===== src/rtl/muldiv_pkg.sv =====
// rtl/muldiv_pkg.sv - shared encodings and helpers for the iterative multiply/divide unit
package muldiv_pkg;

  localparam int WIDTH_DEF = 32;

  localparam logic [1:0] OP_MULT  = 2'b00;
  localparam logic [1:0] OP_MULTU = 2'b01;
  localparam logic [1:0] OP_DIV   = 2'b10;
  localparam logic [1:0] OP_DIVU  = 2'b11;

  localparam logic [1:0] ST_IDLE = 2'd0;
  localparam logic [1:0] ST_RUN  = 2'd1;
  localparam logic [1:0] ST_DONE = 2'd2;

  // Bit 0 of the opcode selects the unsigned flavour, bit 1 selects divide.
  function automatic logic op_is_signed(input logic [1:0] op);
    return ~op[0];
  endfunction

  function automatic logic op_is_div(input logic [1:0] op);
    return op[1];
  endfunction

endpackage


===== src/rtl/muldiv_step.sv =====
// rtl/muldiv_step.sv - one shift-add or restoring-subtract iteration on the {rem, acc} pair
module muldiv_step
  import muldiv_pkg::*;
#(
  parameter int WIDTH = WIDTH_DEF
) (
  input  logic             is_div,
  input  logic [WIDTH-1:0] rem_i,
  input  logic [WIDTH-1:0] acc_i,
  input  logic [WIDTH-1:0] opb_i,
  output logic [WIDTH-1:0] rem_o,
  output logic [WIDTH-1:0] acc_o
);

  logic [WIDTH:0]   sum;
  logic [WIDTH:0]   shifted;
  logic [WIDTH-1:0] diff;

  // Multiply keeps the multiplier in acc and shifts the product in from the top;
  // divide shifts the dividend out of acc into rem and collects quotient bits in acc.
  always_comb begin
    rem_o   = rem_i;
    acc_o   = acc_i;
    sum     = '0;
    shifted = '0;
    diff    = '0;
    if (is_div) begin
      shifted = {rem_i, acc_i[WIDTH-1]};
      diff    = shifted[WIDTH-1:0] - opb_i;
      if (shifted >= {1'b0, opb_i}) begin
        rem_o = diff;
        acc_o = {acc_i[WIDTH-2:0], 1'b1};
      end else begin
        rem_o = shifted[WIDTH-1:0];
        acc_o = {acc_i[WIDTH-2:0], 1'b0};
      end
    end else begin
      sum   = {1'b0, rem_i} + (acc_i[0] ? {1'b0, opb_i} : {(WIDTH+1){1'b0}});
      rem_o = sum[WIDTH:1];
      acc_o = {sum[0], acc_i[WIDTH-1:1]};
    end
  end

endmodule


===== src/rtl/muldiv_unit.sv =====
// rtl/muldiv_unit.sv - iterative MULT/MULTU/DIV/DIVU unit with HI/LO registers and MTHI/MTLO
module muldiv_unit
  import muldiv_pkg::*;
#(
  parameter int WIDTH = WIDTH_DEF,
  parameter int CNT_W = $clog2(WIDTH) + 1
) (
  input  logic             clock,
  input  logic             reset,
  input  logic             start,
  input  logic [1:0]       op,
  input  logic [WIDTH-1:0] srcA,
  input  logic [WIDTH-1:0] srcB,
  input  logic             wHi,
  input  logic             wLo,
  output logic             busy,
  output logic             done,
  output logic [WIDTH-1:0] hi,
  output logic [WIDTH-1:0] lo
);

  logic [1:0]       state_q, state_d;
  logic [CNT_W-1:0] cnt_q, cnt_d;
  logic [WIDTH-1:0] rem_q, rem_d;
  logic [WIDTH-1:0] acc_q, acc_d;
  logic [WIDTH-1:0] opb_q, opb_d;
  logic             is_div_q, is_div_d;
  logic             neg_q, neg_d;
  logic             rem_neg_q, rem_neg_d;
  logic             div0_q, div0_d;
  logic [WIDTH-1:0] hi_q, hi_d;
  logic [WIDTH-1:0] lo_q, lo_d;

  logic [WIDTH-1:0]   step_rem, step_acc;
  logic               sign_a, sign_b;
  logic [WIDTH-1:0]   mag_a, mag_b;
  logic               accept, last_iter;
  logic [2*WIDTH-1:0] prod_raw, prod;
  logic [WIDTH-1:0]   quo, rmd;

  muldiv_step #(.WIDTH(WIDTH)) u_step (
    .is_div (is_div_q),
    .rem_i  (rem_q),
    .acc_i  (acc_q),
    .opb_i  (opb_q),
    .rem_o  (step_rem),
    .acc_o  (step_acc)
  );

  // Operands iterate as magnitudes; |MIN| fits because the datapath is unsigned.
  always_comb begin
    sign_a    = op_is_signed(op) & srcA[WIDTH-1];
    sign_b    = op_is_signed(op) & srcB[WIDTH-1];
    mag_a     = sign_a ? -srcA : srcA;
    mag_b     = sign_b ? -srcB : srcB;
    accept    = start && (state_q != ST_RUN);
    last_iter = (cnt_q == CNT_W'(WIDTH - 1));

    prod_raw = {step_rem, step_acc};
    prod     = neg_q ? -prod_raw : prod_raw;
    quo      = div0_q ? {WIDTH{1'b1}} : (neg_q ? -step_acc : step_acc);
    rmd      = rem_neg_q ? -step_rem : step_rem;
  end

  always_comb begin
    state_d   = state_q;
    cnt_d     = cnt_q;
    rem_d     = rem_q;
    acc_d     = acc_q;
    opb_d     = opb_q;
    is_div_d  = is_div_q;
    neg_d     = neg_q;
    rem_neg_d = rem_neg_q;
    div0_d    = div0_q;
    hi_d      = hi_q;
    lo_d      = lo_q;
    case (state_q)
      ST_RUN: begin
        rem_d = step_rem;
        acc_d = step_acc;
        cnt_d = cnt_q + CNT_W'(1);
        if (last_iter) begin
          state_d = ST_DONE;
          if (is_div_q) begin
            hi_d = rmd;
            lo_d = quo;
          end else begin
            hi_d = prod[2*WIDTH-1:WIDTH];
            lo_d = prod[WIDTH-1:0];
          end
        end
      end
      default: begin
        // A start in the same cycle as MTHI/MTLO takes priority and drops the writes.
        if (accept) begin
          state_d   = ST_RUN;
          cnt_d     = '0;
          rem_d     = '0;
          acc_d     = mag_a;
          opb_d     = mag_b;
          is_div_d  = op_is_div(op);
          neg_d     = sign_a ^ sign_b;
          rem_neg_d = sign_a;
          div0_d    = op_is_div(op) && (srcB == '0);
        end else begin
          state_d = ST_IDLE;
          if (wHi) hi_d = srcA;
          if (wLo) lo_d = srcA;
        end
      end
    endcase
  end

  always_ff @(posedge clock) begin
    if (!reset) begin
      state_q   <= ST_IDLE;
      cnt_q     <= '0;
      rem_q     <= '0;
      acc_q     <= '0;
      opb_q     <= '0;
      is_div_q  <= 1'b0;
      neg_q     <= 1'b0;
      rem_neg_q <= 1'b0;
      div0_q    <= 1'b0;
      hi_q      <= '0;
      lo_q      <= '0;
    end else begin
      state_q   <= state_d;
      cnt_q     <= cnt_d;
      rem_q     <= rem_d;
      acc_q     <= acc_d;
      opb_q     <= opb_d;
      is_div_q  <= is_div_d;
      neg_q     <= neg_d;
      rem_neg_q <= rem_neg_d;
      div0_q    <= div0_d;
      hi_q      <= hi_d;
      lo_q      <= lo_d;
    end
  end

  assign busy = (state_q == ST_RUN);
  assign done = (state_q == ST_DONE);
  assign hi   = hi_q;
  assign lo   = lo_q;

endmodule


===== config.mk =====
export PLATFORM = sky130hd
export DESIGN_NAME = muldiv_unit
export DESIGN_NICKNAME = d
export VERILOG_FILES = /design/src/rtl/muldiv_pkg.sv /design/src/rtl/muldiv_step.sv /design/src/rtl/muldiv_unit.sv
export SDC_FILE = /design/constraint.sdc
export NUM_CORES = 1
export LEC_CHECK = 0
export CORE_ASPECT_RATIO = 1.25
export CORE_MARGIN = 10
export CORE_UTILIZATION = 50
export CTS_BUF_LIST = sky130_fd_sc_hd__clkbuf_16
export CTS_CLUSTER_SIZE = 10
export DETAILED_ROUTE_END_ITERATION = 10
export GPL_TIMING_DRIVEN = 0
export HOLD_SLACK_MARGIN = 0.02
export PLACE_DENSITY = 0.74
export SLEW_MARGIN = 10
export SYNTH_ARGS = -nofsm -noshare
export SYNTH_HDL_FRONTEND = slang
export SYNTH_SLANG_ARGS = --single-unit

===== constraint.sdc =====
create_clock -name clock -period 5.74 [get_ports clock]
set_clock_uncertainty 0.2 [all_clocks]
set_input_delay 1.148 -clock clock [delete_from_list [all_inputs] [get_ports clock]]
set_output_delay 1.148 -clock clock [all_outputs]
set_load 0.02 [all_outputs]

# After elaboration in Yosys (flattened, before gate mapping)
# Index checks and enable logic that the tools add are counted.
[classes] n_eq_ne=6 bitwise_logic=5 add_sub_neg=8 muxes=30 reduce_logical=9 n_lt_le_gt_ge=1
[op_table] cell="2-to-1 mux 32 bit" count=23
[op_table] cell="negator 32 bit" count=4
[op_table] cell="2-to-1 mux 64 bit" count=1
[op_table] cell="negator 64 bit" count=1
[op_table] cell="adder 32 x 33 -> 33 bit" count=1
[op_table] cell="greater-or-equal comparator 33 x 32 -> 1 bit" count=1
[op_table] cell="zero test 32 bit" count=1
[op_table] cell="subtractor 32 bit" count=1
[op_table] cell="2-to-1 mux 6 bit" count=2
[op_table] cell="adder 6 x 1 -> 6 bit (second input constant)" count=1
[op_table] cell="equality test 6 x 5 -> 1 bit (second input constant)" count=1
[op_table] cell="AND reduction 3 bit" count=2
[op_table] cell="nonzero test 2 bit" count=3
[op_table] cell="2-to-1 mux 2 bit" count=2
[op_table] cell="!= test 2 x 1 -> 1 bit (second input constant)" count=2
[op_table] cell="bitwise AND 1 bit" count=2
[op_table] cell="equality test 2 x 1 -> 1 bit (second input constant)" count=1
[op_table] cell="equality test 2 bit (second input constant)" count=1
[op_table] cell="logical AND 1 bit" count=2
[op_table] cell="2-to-1 mux 1 bit" count=2
[op_table] cell="!= test 2 bit (second input constant)" count=1
[op_table] cell="inverter 1 bit" count=2
[op_table] cell="AND reduction 2 bit" count=1
[op_table] cell="bitwise XOR 1 bit" count=1
[totals] regBits=172 output_inout_bits=66 input_bits=71 wordCells=70

# Logic depth before layout (Yosys ltp)
[depth] depth_word=9 mapped_depth=25 ltp_nobuf=22

# Hierarchy
# Synthesis repeated with hierarchy kept, for this count alone.
[unflattened] cells_unflattened=1973 hier_area_um2=14784.2
[by_module_without_submodules] mod="muldiv_unit" seq_area_each_um2=3443.3 cells_each=1284 instances=1 area_each_um2=10114.7
[by_module_without_submodules] mod="muldiv_step" seq_area_each_um2=0.0 cells_each=689 instances=1 area_each_um2=4669.5

# Least setup slack after synthesis
# Ideal clock, no wire load.
[synth_path] path_kind="register to register" from="register is_div_q" to="register hi_q[6], in the netlist hi[6]" path_slack_ns=0.141 synth_period_minus_slack_ns=5.599 stages_incl_launch_ff=24 arrival_time_ns=5.279 setup_ns=0.120 path_cell_list="dfxtp_1 > buf_4 > buf_2 > buf_2 > buf_1 > clkbuf_1 > buf_2 > buf_2 > buf_1 > buf_1 > o21ai_0 > ha_1 > o21ai_1 > or4_1 > or2_1 > or4_1 > buf_2 > or4_4 > o41a_1 > o22ai_1 > xor2_1 > nor2_1 > a21oi_1 > o21ai_1"
[synth_between] elab_chain_len=6
[synth_rtl] element="from (decl)" line_no="muldiv_unit.sv:27" source="logic is_div_q, is_div_d;"
[synth_rtl] element="from (signal assigned)" line_no="muldiv_unit.sv:133" source="is_div_q <= is_div_d;"
[synth_rtl] element="2-to-1 mux 32 bit" line_no="muldiv_step.sv:27" source="if (is_div) begin"
[synth_rtl] element="negator 64 bit / negator 32 bit (equally long branches)" line_no="muldiv_unit.sv:60, muldiv_unit.sv:62"
[synth_rtl] element="2-to-1 mux 64 bit / 2-to-1 mux 32 bit (equally long branches)" line_no="muldiv_unit.sv:60, muldiv_unit.sv:62"
[synth_rtl] element="2-to-1 mux 32 bit (*)" line_no="muldiv_unit.sv:84" source="if (is_div_q) begin"
[synth_rtl] element="2-to-1 mux 32 bit (*)" line_no="muldiv_unit.sv:82" source="if (last_iter) begin"
[synth_rtl] element="2-to-1 mux 32 bit (*)" line_no="muldiv_unit.sv:77" source="case (state_q)"
[synth_rtl] element="to (signal assigned)" line_no="muldiv_unit.sv:137" source="hi_q <= hi_d;"
[synth_rtl] element="to (decl)" line_no="muldiv_unit.sv:31" source="logic [WIDTH-1:0] hi_q, hi_d;"
# Mark *: on every way between the ends. The rest lies on a longest branch, timed or not. The select of a mux whose other input is x is not followed.
# A chain may end at the register's enable or synchronous reset.

# Worst setup path in the final report
[layout_path] from="register rem_q[11]" to="register hi_q[6], in the netlist hi[6]"
[layout_between] elab_chain_len=8
[layout_rtl] element="from (decl)" line_no="muldiv_unit.sv:24" source="logic [WIDTH-1:0] rem_q, rem_d;"
[layout_rtl] element="from (signal assigned)" line_no="muldiv_unit.sv:130" source="rem_q <= rem_d;"
[layout_rtl] element="greater-or-equal comparator 33 x 32 -> 1 bit (*)" line_no="muldiv_step.sv:30" source="if (shifted >= {1'b0, opb_i}) begin"
[layout_rtl] element="2-to-1 mux 1 bit / 2-to-1 mux 32 bit (equally long branches)" line_no="muldiv_step.sv:30"
[layout_rtl] element="2-to-1 mux 32 bit" line_no="muldiv_step.sv:27"
[layout_rtl] element="negator 64 bit / negator 32 bit (equally long branches)" line_no="muldiv_unit.sv:60, muldiv_unit.sv:62"
[layout_rtl] element="2-to-1 mux 64 bit / 2-to-1 mux 32 bit (equally long branches)" line_no="muldiv_unit.sv:60, muldiv_unit.sv:62"
[layout_rtl] element="2-to-1 mux 32 bit (*)" line_no="muldiv_unit.sv:84"
[layout_rtl] element="2-to-1 mux 32 bit (*)" line_no="muldiv_unit.sv:82"
[layout_rtl] element="2-to-1 mux 32 bit (*)" line_no="muldiv_unit.sv:77"
# Marked as above.

==> results.py <==
metrics = {
    "outcome": {
        "status": "completed",
    },
    "synth": {
        "synth_most_common_cell": "nor2_1",
        "ys.flop_type": "dfxtp_1",
        "syn_area_sq_um": 14900,
        "yosys.cell_types.count": 93,
        "synth.largest_area_cell": "dfxtp_1",
        "synth.ff_latch_count": 172,
        "ys_seq_area_share_pct": 23.2,
        "syn-num-nets": 2219,
        "yosys_warnings": 0,
        "avgSynthCellArea_sq_um": 7.16,
        "ys_top_cells_by_area": "dfxtp_1 23%, a21oi_1 6.7%, nor2_1 6.6%, o21ai_0 6.0%, ha_1 5.8%",
        "synth_top_cell_area_share_pct": 23.2,
        "synthesis.instances": 2077,
        "synth_common_cells": "261 x nor2_1, 212 x nand2_1, 199 x a21oi_1",
        "synth_edf_count": 0,
        "ys_async_sr_fraction_pct": 0,
    },
    "placed_design": {
        "placed_area_sq_um": 16700,
        "post-place-ws_ns": -1.58,
        "numPortBuffers": 135,
        "dp.final_hpwl_um": 54100,
        "routabilityCongestion": 1.08,
    },
    "final_layout": {
        "final_net_count": 2383,
        "fill_cells": 2837,
        "final_core_util_pct": 60.3,
        "final-seq-area_sq_um": 3480,
        "finalInstanceArea_sq_um": 17700,
        "drive_gt1_share_pct": 7.50,
        "n_antenna_cell": 0,
        "multiInputGateArea_sq_um": 10900,
        "syn2layout_area_growth_pct": 18.9,
    },
    "critical_path": {
        "rrSetupSlack_ns": 0.10,
        "crit_required_ns": 5.89,
        "crit_path_top_delay_cell": "or4_1",
        "crit_type": "flop to flop",
        "slowest_delay_ns": 0.49,
        "endpoint_kind": "flop",
        "cp_num_buf_inv": 2,
        "cp_data_arrival_time_ns": 5.79,
        "cp_cell_sequence": "ha_2 -> a21oi_2 -> o21ai_2 -> a221oi_2 -> a21boi_4 -> nor2_2 -> buf_6 -> nand2_4 -> o21ai_4 -> ha_4 -> o21ai_1 -> or4_1 -> or2_4 -> or4_1 -> buf_6 -> or4_4 -> o41a_1 -> o22ai_2 -> xor2_1 -> nor2_1 -> a21oi_2 -> o21ai_1",
        "cp-start-kind": "flop",
        "path_max_fanout": 7,
        "cp_top_family": "simple AND/OR/NAND/NOR gates",
    },
    "die": {
        "die_w_um": 174,
        "rows": 70,
        "start_util_pct": 50.7,
        "ios": 137,
        "core_sq_um": 29300,
        "fp.dieArea_sq_um": 37100,
        "die_height_um": 213,
    },
    "drt": {
        "drt_wl_total_um": 67600,
        "drcViolationCount": 0,
        "dr.first_iter.drc_count": 1575,
        "dr.pass1.iters": 5,
        "antenna_left": 0,
        "routed-via-count": 17200,
        "routedWlPerCell_um": 25.5,
        "via_per_inst": 6.49,
    },
    "global_routing": {
        "antenna_found_initial": 0,
        "grt_pass1_wl_um": 99700,
        "grt_pass1_vias": 16600,
        "grt_max_degree": 29,
        "grt.total_usage_pct": 35.0,
        "overflow": 0,
    },
    "sta": {
        "setup_viol": 0,
        "rsz0062_at_grt": "no",
        "final-max-slew-violation-count": 0,
        "fmaxAchievable_mhz": 177,
        "finalWorstSetupSlack_ns": 0.102,
        "hold_viol_final": 0,
        "holdWs_ns": 0.270,
        "finalCritPeriodShare_pct": 98.2,
        "tightest_slew_ns": 1.15,
        "slew_headroom_pct": 23.1,
        "period_minus_slack_ns": 5.64,
    },
    "clock_network": {
        "clkSlewWorstSetupHoldPaths_ns": 0.09,
        "numCtsBuffers": 17,
        "clock_path_buffers": 2,
        "worstSkewPairLatency_ns": 0.46,
        "cts.sinks": 172,
        "clockRootBuffer": "clkbuf_16",
        "ctsHtreeMaxLevel": 4,
        "cts_tree": "yes",
    },
    "run": {
        "drv_cap": 0,
    },
    "power": {
        "peakVddDrop_uv": 168,
        "leakagePower_nw": 6.65,
        "power.density_nw_per_um2": 234,
    },
    "worst_hold_path": {
        "hp-class": "flop to flop",
    },
}
## metal layers
metal / share of wire (%) / routed length, um / track usage, %
met1: 36 / 24000 / 36.7
met2: 48 / 32400 / 60.6
met5: 0 / 0 / 0
met3: 7.3 / 4950 / 5.94
met4: 9.1 / 6160 / 29.3
## where the power goes
| part | internal [mW] | switching, mW | leakage (nW) |
|---|---|---|---|
| Sequential | 1.27 | 0.0969 | 1.42 |
| Combinational | 0.539 | 0.988 | 4.93 |
| Clock | 0.633 | 0.608 | 0.304 |
| Total | 2.45 | 1.69 | 6.65 |
## worst register-to-register path, stage by stage, from the launching register on
cell and delay (ns):
dfxtp_1 0.47, ha_2 0.37, a21oi_2 0.20, o21ai_2 0.11, a221oi_2 0.39, a21boi_4 0.12
nor2_2 0.16, buf_6 0.12, nand2_4 0.10, o21ai_4 0.13, ha_4 0.16, o21ai_1 0.07
or4_1 0.43, or2_4 0.27, or4_1 0.49, buf_6 0.17, or4_4 0.47, o41a_1 0.34
o22ai_2 0.16, xor2_1 0.20, nor2_1 0.10, a21oi_2 0.23, o21ai_1 0.08
## registers in the layout (all words and copies together), names as in the netlist, 2 cells and up
signal	flops
acc_q	32
cnt_q	6
hi	32
lo	32
opb_q	32
rem_q	32
state_q	2
## metrics by stage
stage               cells  TNS (ns)  power [mW]
floorplan            2077         0        2.25
global placement     2608    -29.62        2.80
detailed placement   2608    -30.46        2.81
CTS                  2643   -0.0142        4.05
global route         2650         0        4.28
finish               2650         0        4.14
## final timing paths
kind / start / end / depth (start not counted)
hold reg to reg: hi[0] / hi[0] / 2
hold / removal: hi[0] / hi[0] / 2
setup / recovery: rem_q[11] / hi[6] / 22
setup reg to reg: rem_q[11] / hi[6] / 22
## cells by family after synthesis
logic type,share of synthesized area [%]
and+or+nand+nor,23.1
AOI/OAI and AO/OA,29.9
buffers and inverters,5.06
DFF,23.2
xor gates and xnor gates,9.43
adders and majority gates,6.08
muxes,3.31
## cell type report
type	count	area share, %
repair buffers	148	8.19
clock buffers	17	2.41
well taps	396	2.80
flip-flops and latches	172	19.7
clock inverters	15	1.13
plain buffers	123	3.03
multi-input cells	1717	61.4
inverters	62	1.32
## repair_timing
item / 4_1_cts / 5_1_grt
setup buffers: 6 / 7
gates cloned: 0 / 0
gates resized for setup: 62 / 28
pin swaps: 8 / 13
setup endpoints to repair: 35 / 15
hold buffers: 0 / 0
## cell usage in the layout, fill, tap and decap left out, drive strengths merged, types with 45 or more instances in the layout
cell type,count
nor2,262
nand2,213
a21oi,201
o21ai,186
dfxtp,172
clkdlybuf4s50,135
clkbuf,106
xor2,91
xnor2,69
ha,69
inv,69
a31oi,65
a211oi,47
buf,47
nor3,45
Power figures use the tool's default switching activity.
